**config.mk**
```make
export PLATFORM = sky130hd
export DESIGN_NAME = l15_rtn_adapter
export DESIGN_NICKNAME = d
export VERILOG_FILES = /design/src/rtl/wt_cache_pkg.sv /design/src/rtl/l15_rtn_fifo.sv /design/src/rtl/l15_rtn_adapter.sv
export SDC_FILE = /design/constraint.sdc
export NUM_CORES = 1
export LEC_CHECK = 0
export BUFFER_PORTS_ARGS = -buffer_cell sky130_fd_sc_hd__buf_4
export CORE_ASPECT_RATIO = 2
export CORE_MARGIN = 2
export CORE_UTILIZATION = 36
export DETAILED_ROUTE_END_ITERATION = 16
export SLEW_MARGIN = 10
export SYNTH_ARGS = -nofsm -noshare
export SYNTH_HDL_FRONTEND = slang
export SYNTH_SLANG_ARGS = --single-unit
```
**constraint.sdc**
```tcl
create_clock -name clk_i -period 9.6 [get_ports clk_i]
set_input_delay 1.92 -clock clk_i [delete_from_list [all_inputs] [get_ports clk_i]]
set_output_delay 1.92 -clock clk_i [all_outputs]
set_load 0.05 [all_outputs]
```
**src/rtl/wt_cache_pkg.sv**
```systemverilog
// Shared L1.5 return-path encodings, FIFO entry layout and byte-order helpers.
package wt_cache_pkg;

  localparam int unsigned L15_TYPE_W = 4;
  localparam int unsigned WORD_W     = 64;
  localparam int unsigned DATA_W     = 2 * WORD_W;

  typedef enum logic [L15_TYPE_W-1:0] {
    LOAD_RET   = 4'b0000,
    IFILL_RET  = 4'b0001,
    INV_RET    = 4'b0011,
    ST_ACK     = 4'b0100,
    ATOMIC_RET = 4'b1110
  } l15_rtntype_e;

  typedef struct packed {
    logic [L15_TYPE_W-1:0] rtype;
    logic [DATA_W-1:0]     data;
  } rtn_entry_t;

  // L1.5 words are big-endian; the caches expect little-endian byte lanes.
  function automatic logic [WORD_W-1:0] bswap64(input logic [WORD_W-1:0] w);
    logic [WORD_W-1:0] r;
    for (int i = 0; i < 8; i++) begin
      r[8*i +: 8] = w[8*(7-i) +: 8];
    end
    return r;
  endfunction

  function automatic logic is_fifo_type(input logic [L15_TYPE_W-1:0] t);
    return (t == LOAD_RET) || (t == IFILL_RET) || (t == INV_RET) || (t == ATOMIC_RET);
  endfunction

endpackage

```
**src/rtl/l15_rtn_fifo.sv**
```systemverilog
// Small circular buffer holding converted L1.5 returns until a cache consumes them.
module l15_rtn_fifo
  import wt_cache_pkg::*;
#(
  parameter int unsigned Depth = 2
) (
  input  logic       clk_i,
  input  logic       rst_ni,
  input  logic       push_i,
  input  rtn_entry_t push_data_i,
  input  logic       pop_i,
  output logic       full_o,
  output logic       empty_o,
  output rtn_entry_t head_o
);

  localparam int unsigned PtrW = (Depth > 1) ? $clog2(Depth) : 1;
  localparam int unsigned CntW = $clog2(Depth + 1);

  logic [PtrW-1:0] wr_ptr_q, rd_ptr_q;
  logic [CntW-1:0] count_q;
  rtn_entry_t      mem_q [Depth];
  logic            do_push, do_pop;

  assign full_o  = (count_q == CntW'(Depth));
  assign empty_o = (count_q == '0);
  assign do_push = push_i & ~full_o;
  assign do_pop  = pop_i & ~empty_o;
  // Empty head reads as zero so stale storage never leaks onto the outputs.
  assign head_o  = empty_o ? '0 : mem_q[rd_ptr_q];

  function automatic logic [PtrW-1:0] ptr_inc(input logic [PtrW-1:0] p);
    return (p == PtrW'(Depth - 1)) ? '0 : p + PtrW'(1);
  endfunction

  always_ff @(posedge clk_i or negedge rst_ni) begin
    if (!rst_ni) begin
      wr_ptr_q <= '0;
      rd_ptr_q <= '0;
      count_q  <= '0;
    end else begin
      if (do_push) wr_ptr_q <= ptr_inc(wr_ptr_q);
      if (do_pop)  rd_ptr_q <= ptr_inc(rd_ptr_q);
      if (do_push && !do_pop)      count_q <= count_q + CntW'(1);
      else if (do_pop && !do_push) count_q <= count_q - CntW'(1);
    end
  end

  always_ff @(posedge clk_i) begin
    if (do_push) mem_q[wr_ptr_q] <= push_data_i;
  end

endmodule

```
**src/rtl/l15_rtn_adapter.sv**
```systemverilog
// Converts L1.5 return packets into icache/dcache returns and tracks outstanding stores.
module l15_rtn_adapter
  import wt_cache_pkg::*;
#(
  parameter int unsigned MaxOutstandingStores = 7,
  parameter int unsigned RtnFifoDepth         = 2
) (
  input  logic                  clk_i,
  input  logic                  rst_ni,
  input  logic                  l15_rtn_val_i,
  output logic                  l15_rtn_ack_o,
  input  logic [L15_TYPE_W-1:0] l15_rtntype_i,
  input  logic [WORD_W-1:0]     l15_data_0_i,
  input  logic [WORD_W-1:0]     l15_data_1_i,
  output logic                  icache_rtn_val_o,
  input  logic                  icache_rtn_ready_i,
  output logic                  dcache_rtn_val_o,
  input  logic                  dcache_rtn_ready_i,
  output logic [L15_TYPE_W-1:0] rtn_type_o,
  output logic [DATA_W-1:0]     rtn_data_o,
  input  logic                  st_issue_i,
  output logic                  st_credit_o,
  output logic [2:0]            st_outstanding_o,
  output logic                  st_idle_o,
  output logic                  err_o
);

  localparam int unsigned   CntW   = 3;
  localparam logic [CntW-1:0] MaxCnt = CntW'(MaxOutstandingStores);

  logic       fifo_full, fifo_empty;
  logic       accept, push, st_ack, unknown, pop, head_ifill;
  rtn_entry_t push_entry, head;

  logic [CntW-1:0] cnt_q, cnt_d;
  logic            cnt_err;
  logic            err_q, err_d;

  // Ack depends only on buffer space so the L1.5 side sees no val->ack loop.
  assign l15_rtn_ack_o = ~fifo_full;
  assign accept        = l15_rtn_val_i & l15_rtn_ack_o;
  assign push          = accept & is_fifo_type(l15_rtntype_i);
  assign st_ack        = accept & (l15_rtntype_i == ST_ACK);
  assign unknown       = accept & ~is_fifo_type(l15_rtntype_i) & (l15_rtntype_i != ST_ACK);

  assign push_entry.rtype = l15_rtntype_i;
  assign push_entry.data  = {bswap64(l15_data_1_i), bswap64(l15_data_0_i)};

  l15_rtn_fifo #(
    .Depth(RtnFifoDepth)
  ) u_fifo (
    .clk_i      (clk_i),
    .rst_ni     (rst_ni),
    .push_i     (push),
    .push_data_i(push_entry),
    .pop_i      (pop),
    .full_o     (fifo_full),
    .empty_o    (fifo_empty),
    .head_o     (head)
  );

  // Strict in-order delivery: the head blocks until its own consumer takes it.
  assign head_ifill       = (head.rtype == IFILL_RET);
  assign icache_rtn_val_o = ~fifo_empty & head_ifill;
  assign dcache_rtn_val_o = ~fifo_empty & ~head_ifill;
  assign pop              = (icache_rtn_val_o & icache_rtn_ready_i) |
                            (dcache_rtn_val_o & dcache_rtn_ready_i);
  assign rtn_type_o       = head.rtype;
  assign rtn_data_o       = head.data;

  // Store accounting; an issue and an ack in the same cycle cancel out.
  always_comb begin
    cnt_d   = cnt_q;
    cnt_err = 1'b0;
    if (st_issue_i && !st_ack) begin
      if (cnt_q == MaxCnt) cnt_err = 1'b1;
      else                 cnt_d   = cnt_q + CntW'(1);
    end else if (st_ack && !st_issue_i) begin
      if (cnt_q == '0) cnt_err = 1'b1;
      else             cnt_d   = cnt_q - CntW'(1);
    end
    err_d = err_q | cnt_err | unknown;
  end

  always_ff @(posedge clk_i or negedge rst_ni) begin
    if (!rst_ni) begin
      cnt_q <= '0;
      err_q <= 1'b0;
    end else begin
      cnt_q <= cnt_d;
      err_q <= err_d;
    end
  end

  assign st_outstanding_o = cnt_q;
  assign st_credit_o      = (cnt_q < MaxCnt);
  assign st_idle_o        = (cnt_q == '0);
  assign err_o            = err_q;

endmodule
```
# Yosys cells after proc, flatten, opt, wreduce, memory -nomap -nowiden
# Memory sizes are Yosys's and may differ from the RTL's.
# Index checks and enable logic that the tools add are counted.
word_totals:
  reg_bits: 8
  mem_bits_rw: 264
  in_bits: 138
  output_inout_bits: 141
  mem_count: 1
mem_list:
  columns: ["name", "depth", "width", "read_ports", "rd_ports_with_merged_regs", "wr", "line", "text"]
  rows:
  - ["u_fifo.mem_q", 2, 132, 1, 0, 1, "l15_rtn_fifo.sv:22", "rtn_entry_t mem_q [Depth];"]
classes:
  n_addsub: 6
  n_lt_le_gt_ge: 1
  eq_ne: 10
  n_mux: 15
  bitwise: 18
  reduce_logical: 17
op_table:
  columns: ["operator", "n"]
  rows:
  - ["132-bit 2-to-1 mux", 1]
  - ["3-bit 2-to-1 mux", 4]
  - ["1-bit bitwise AND", 11]
  - ["4-bit by 1-bit == test with 1-bit output, second input constant", 2]
  - ["1-bit 2-to-1 mux", 8]
  - ["4-bit by 2-bit == test with 1-bit output, second input constant", 1]
  - ["4-bit by 3-bit == test with 1-bit output, second input constant", 1]
  - ["4-bit == test, second input constant", 1]
  - ["1-bit logical AND", 4]
  - ["1-bit zero test", 4]
  - ["4-bit zero test", 1]
  - ["2-bit 2-to-1 mux", 2]
  - ["4-bit by 3-bit inequality test with 1-bit output, second input constant", 1]
  - ["1-bit NOT", 4]
  - ["2-bit nonzero test", 2]
  - ["3-bit by 1-bit adder with 3-bit output, second input constant", 1]
  - ["3-bit == test, second input constant", 1]
  - ["3-bit zero test", 1]
  - ["1-bit logical OR", 3]
  - ["3-bit less-than comparator, second input constant", 1]
  - ["1-bit OR", 3]
  - ["3-bit AND reduction", 1]
  - ["3-bit by 1-bit subtractor with 3-bit output, second input constant", 1]
  - ["1-bit adder, second input constant", 2]
  - ["other kinds (6)", 6]

# Longest topological paths before layout
logic_depth:
  word_depth: 11
  ltp_mapped: 9
  depth_no_buf: 9

# Modules after synthesis
# Synthesis repeated with hierarchy kept, for this count alone.
hier_totals:
  hier_cells: 644
  hier_area_um2: 10664.0
by_module_without_submodules:
  columns: ["mod", "instances", "cells_each", "area_each_um2"]
  rows:
  - ["l15_rtn_fifo", 1, 576, 10164.7]
  - ["l15_rtn_adapter", 1, 68, 499.2]

# Worst setup path after synthesis
# Ideal clock, no wire load.
synth_timing:
  kind: "input-to-reg"
  from: "in l15_rtntype_i[3]"
  to: "mem u_fifo.mem_q[0][0] (netlist name), enable pin"
  setup_ps: 641
  t_arrival_ps: 8442
  required_time_ps: 8959
  path_slack_ps: 517
  path_stages: 4
  n_path_buf: 0
  path_cell_list: "or2_2 > mux2i_1 > nor2b_1 > nor2b_1"
synth_via:
  elab_chain_cells: 8
  word_cells_on_any_way: 11
synth_lines:
  columns: ["item", "line", "text"]
  rows:
  - ["from (decl)", "l15_rtn_adapter.sv:12", "input logic [L15_TYPE_W-1:0] l15_rtntype_i,"]
  - ["4-bit by 1-bit == test with 1-bit output / 4-bit zero test (equally long branches)", "wt_cache_pkg.sv:31", "return (t == LOAD_RET) || (t == IFILL_RET) || (t == INV_RET) || (t == ATOMIC_RET);"]
  - ["1-bit logical OR (2 in series)", "wt_cache_pkg.sv:31", null]
  - ["1-bit logical OR *", "wt_cache_pkg.sv:31", null]
  - ["1-bit bitwise AND *", "l15_rtn_adapter.sv:42", "assign push = accept & is_fifo_type(l15_rtntype_i);"]
  - ["1-bit bitwise AND *", "l15_rtn_fifo.sv:27", "assign do_push = push_i & ~full_o;"]
  - ["1-bit 2-to-1 mux *", "l15_rtn_fifo.sv:50", "if (do_push) mem_q[wr_ptr_q] <= push_data_i;"]
  - ["1-bit 2-to-1 mux (not written as such) *", "l15_rtn_fifo.sv:50", null]
  - ["to (decl)", "l15_rtn_fifo.sv:22", null]
# Mark *: on every way between the ends. The rest lies on a longest branch, timed or not.

# Worst setup path after layout
layout_timing:
  from: "reg u_fifo.rd_ptr_q"
  to: "out rtn_data_o[37]"
layout_via:
  elab_chain_cells: 2
layout_lines:
  columns: ["item", "line", "text"]
  rows:
  - ["from (decl)", "l15_rtn_fifo.sv:20", "logic [PtrW-1:0] wr_ptr_q, rd_ptr_q;"]
  - ["from (signal assigned)", "l15_rtn_fifo.sv:43", "if (do_pop) rd_ptr_q <= ptr_inc(rd_ptr_q);"]
  - ["memory 2 x 132 bit", null, null]
  - ["132-bit 2-to-1 mux", "l15_rtn_fifo.sv:30", "assign head_o = empty_o ? '0 : mem_q[rd_ptr_q];"]
  - ["to (decl)", "l15_rtn_adapter.sv:20", "output logic [DATA_W-1:0] rtn_data_o,"]
# No other way between the ends.

==> flow_metrics.py <==
metrics = {
    "run_status": {
        "outcome": "finished clean",
    },
    "die": {
        "io_pins": 279,
        "core_area_um2": 28850,
        "chipHeight_um": 246.1,
        "die_area_um2": 30780,
        "dieWidth_um": 125.1,
        "std_cell_rows": 88,
        "start_util_pct": 36.58,
    },
    "global_routing": {
        "antenna_found_initial": 5,
        "gr-total-overflow": 0,
        "grt_pass1_wl_mm": 34.80,
        "grtUsageTotal_pct": 14.79,
        "grt_pass1_vias": 6224,
        "grt_max_degree": 80,
    },
    "cts": {
        "clock_latency_ns": 0.52,
        "cts_buffers": 24,
        "h-tree-depth": 1,
        "cts-root-buf": "clkbuf_16",
        "clock_sinks": 272,
        "clk_pin_slew_ns": 0.07,
        "cts.repair.resized": 0,
        "clk_path_buf_depth": 3,
        "cts_hold_buf": 0,
        "post_cts_buffers": 0,
        "cts_tree": "done",
    },
    "setup_path": {
        "startpoint_type": "flip-flop",
        "required_ns": 7.68,
        "worstPathArrival_ns": 3.01,
        "worstRegToRegCells": 6,
        "cpLargestDelayFamily": "buffers and inverters",
        "rr_endpoint": "u_fifo.mem_q[1][111]",
        "setup.worst_path.end_class": "output pin",
        "crit_type": "flip-flop to output pin",
        "cp_slowest_cell": "dfrtp_4",
        "crit_chain": "buf_4 > mux2i_1 > nor2_1 > buf_4",
        "worst-path-buf-inv": 2,
        "r2r-start": "u_fifo.count_q[0]",
        "ff2ff_setup_slack_ns": 6.35,
        "cp_max_fo": 53,
        "critPathMaxStageDelay_ns": 0.91,
        "critPathMostFrequentCell": "buf_4",
    },
    "yosys": {
        "ys_seq_area_share_pct": 77.02,
        "synth_top_area_share_pct": 75.12,
        "synth_edf_count": 264,
        "syn_avg_cell_area_um2": 16.72,
        "synth_flop_cell": "edfxtp_1",
        "synth_top_area_cell": "edfxtp_1",
        "syn_area_um2": 10550,
        "yosysMostFrequentCell": "edfxtp_1",
        "synthTopCellsByCount": "edfxtp_1 (264), nor2_1 (136), mux2i_1 (134)",
        "synth_cells": 631,
        "synth-seq-cells": 272,
        "synth.distinct_cells": 43,
        "ys.warnings.count": 0,
        "synthArstFlopShare_pct": 2.941,
        "synth.area.top_cells": "edfxtp_1 (75%), mux2i_1 (13%), nor2_1 (4.8%), dfrtp_1 (1.9%), buf_2 (0.95%)",
        "syn-num-nets": 771,
    },
    "flow_run": {
        "cap_violations": 0,
    },
    "min_path": {
        "hold_start": "err_o",
        "hold_depth": 1,
        "min_to": "err_o",
        "min_path_type": "flip-flop to flip-flop",
    },
    "drt": {
        "final_antenna_net_count": 0,
        "drtIter0Drc": 302,
        "vias": 6122,
        "routed_via_density": 4.727,
        "drt_pre_antenna_iters": 4,
        "drc": 0,
        "routed_wl_mm": 23.94,
        "wire_per_inst_um": 18.49,
    },
    "timing": {
        "maxSlewHeadroom_pct": 31.84,
        "post-route-min-period_ns": 4.927,
        "post-route-period-util_pct": 51.32,
        "setup_tns_ns": 0,
        "rsz0062_at_grt": "no",
        "fmax_ghz": 0.2030,
        "report.final.slew_viol_count": 0,
        "clock_skew_ns": 0.006957,
        "worstMarginPinSlew_ns": 1.022,
        "holdWs_ns": 0.5003,
        "setup_violations": 0,
        "hold_viol": 0,
    },
    "layout": {
        "syn_to_final_growth_pct": 30.78,
        "drive_gt1_share_pct": 35.59,
        "final_util_pct": 47.84,
        "finalInstanceArea_um2": 13800,
        "nNetsFinal": 1052,
        "fillCellCount": 2575,
    },
    "placed_design": {
        "place_congestion": 0.8233,
        "dpl_cell_area_um2": 13020,
        "hpwl_mm": 15.98,
        "port_buffers": 278,
    },
    "pwr": {
        "power.density_nw_per_um2": 341.9,
        "p_leak_nw": 5.408,
        "peakVddDrop_mv": 0.2663,
    },
}
## routing by layer
layer	share of wire [%]	track usage, %	up-vias	wire [µm]
met5	0	0	-	0
met1	34	15.03	2965	8097
met3	4.8	2.389	44	1154
met2	57	28.69	203	13740
li1	-	-	2910	-
met4	4.0	7.418	0	953
## per-stage QoR
step	instances	total power (W)	setup WS (ns)
floorplan	631	0.003141	0.5174
global placement	1246	0.003825	4.534
detailed placement	1246	0.003831	4.538
CTS	1290	0.004781	4.606
global route	1294	0.004913	4.499
finish	1295	0.004719	4.673
## kinds of logic after synthesis
logic type | after synthesis | synth area share (%)
compound gates | 16 | 1.174
mux | 135 | 12.82
simple gates | 164 | 6.640
flops | 272 | 77.02
xor+xnor | 5 | 0.4151
fa+ha+maj | 2 | 0.3083
buf+inv | 37 | 1.624
## sequential cells by signal, summed over array words and instances, names as in the netlist
register,cells
err_o,1
st_outstanding_o,3
u_fifo.count_q,2
u_fifo.mem_q,264
u_fifo.rd_ptr_q,1
u_fifo.wr_ptr_q,1
## worst max-delay path by stage
stage / slack [ns] / from / endpoint / depth (start not counted)
after detailed placement: 4.54 / l15_rtntype_i[3] / u_fifo.mem_q[1][107] / 6
after global routing: 4.50 / u_fifo.rd_ptr_q / rtn_data_o[25] / 4
after floorplan: 0.52 / l15_rtntype_i[3] / u_fifo.mem_q[0][0] / 4
after CTS: 4.61 / u_fifo.rd_ptr_q / rtn_data_o[37] / 4
after global placement: 4.53 / l15_rtntype_i[3] / u_fifo.mem_q[1][107] / 6
final: 4.67 / u_fifo.rd_ptr_q / rtn_data_o[37] / 4
## report_power, final
group / switching [W] / internal (W)
clock: 0.000411 / 0.000532
combinational: 0.00161 / 0.000671
sequential: 0.0000848 / 0.00141
## final cells by class
cell class              count  area [µm²]  share of cell area (%)
clock buffers              30       644.4                   4.669
repair buffers            285        2140                   15.50
well taps                 360       450.4                   3.264
inverters                   7       26.28                  0.1904
multi-input cells         322        2271                   16.46
clock inverters            14       125.1                  0.9066
flip-flops and latches    272        8132                   58.92
diodes                      5       12.51                 0.09066
## cells in the final DEF, fill, tap and decap left out, types with 2 or more instances in the layout
cell type	instances
o21ai_0	2
clkinvlp_4	2
nand2_1	4
nor2_1	135
or2_2	2
clkinv_2	6
bufinv_16	2
diode_2	5
clkbuf_1	5
inv_1	6
xnor2_1	2
a31oi_1	2
nor3_1	2
dfrtp_1	7
mux2i_1	134
xor2_1	3
nor2b_1	3
clkinv_1	3
nor4_1	2
buf_4	285
nand3_1	2
a221oi_1	2
nand4_1	2
edfxtp_1	264
clkbuf_16	25
Power figures use the tool's default switching activity.
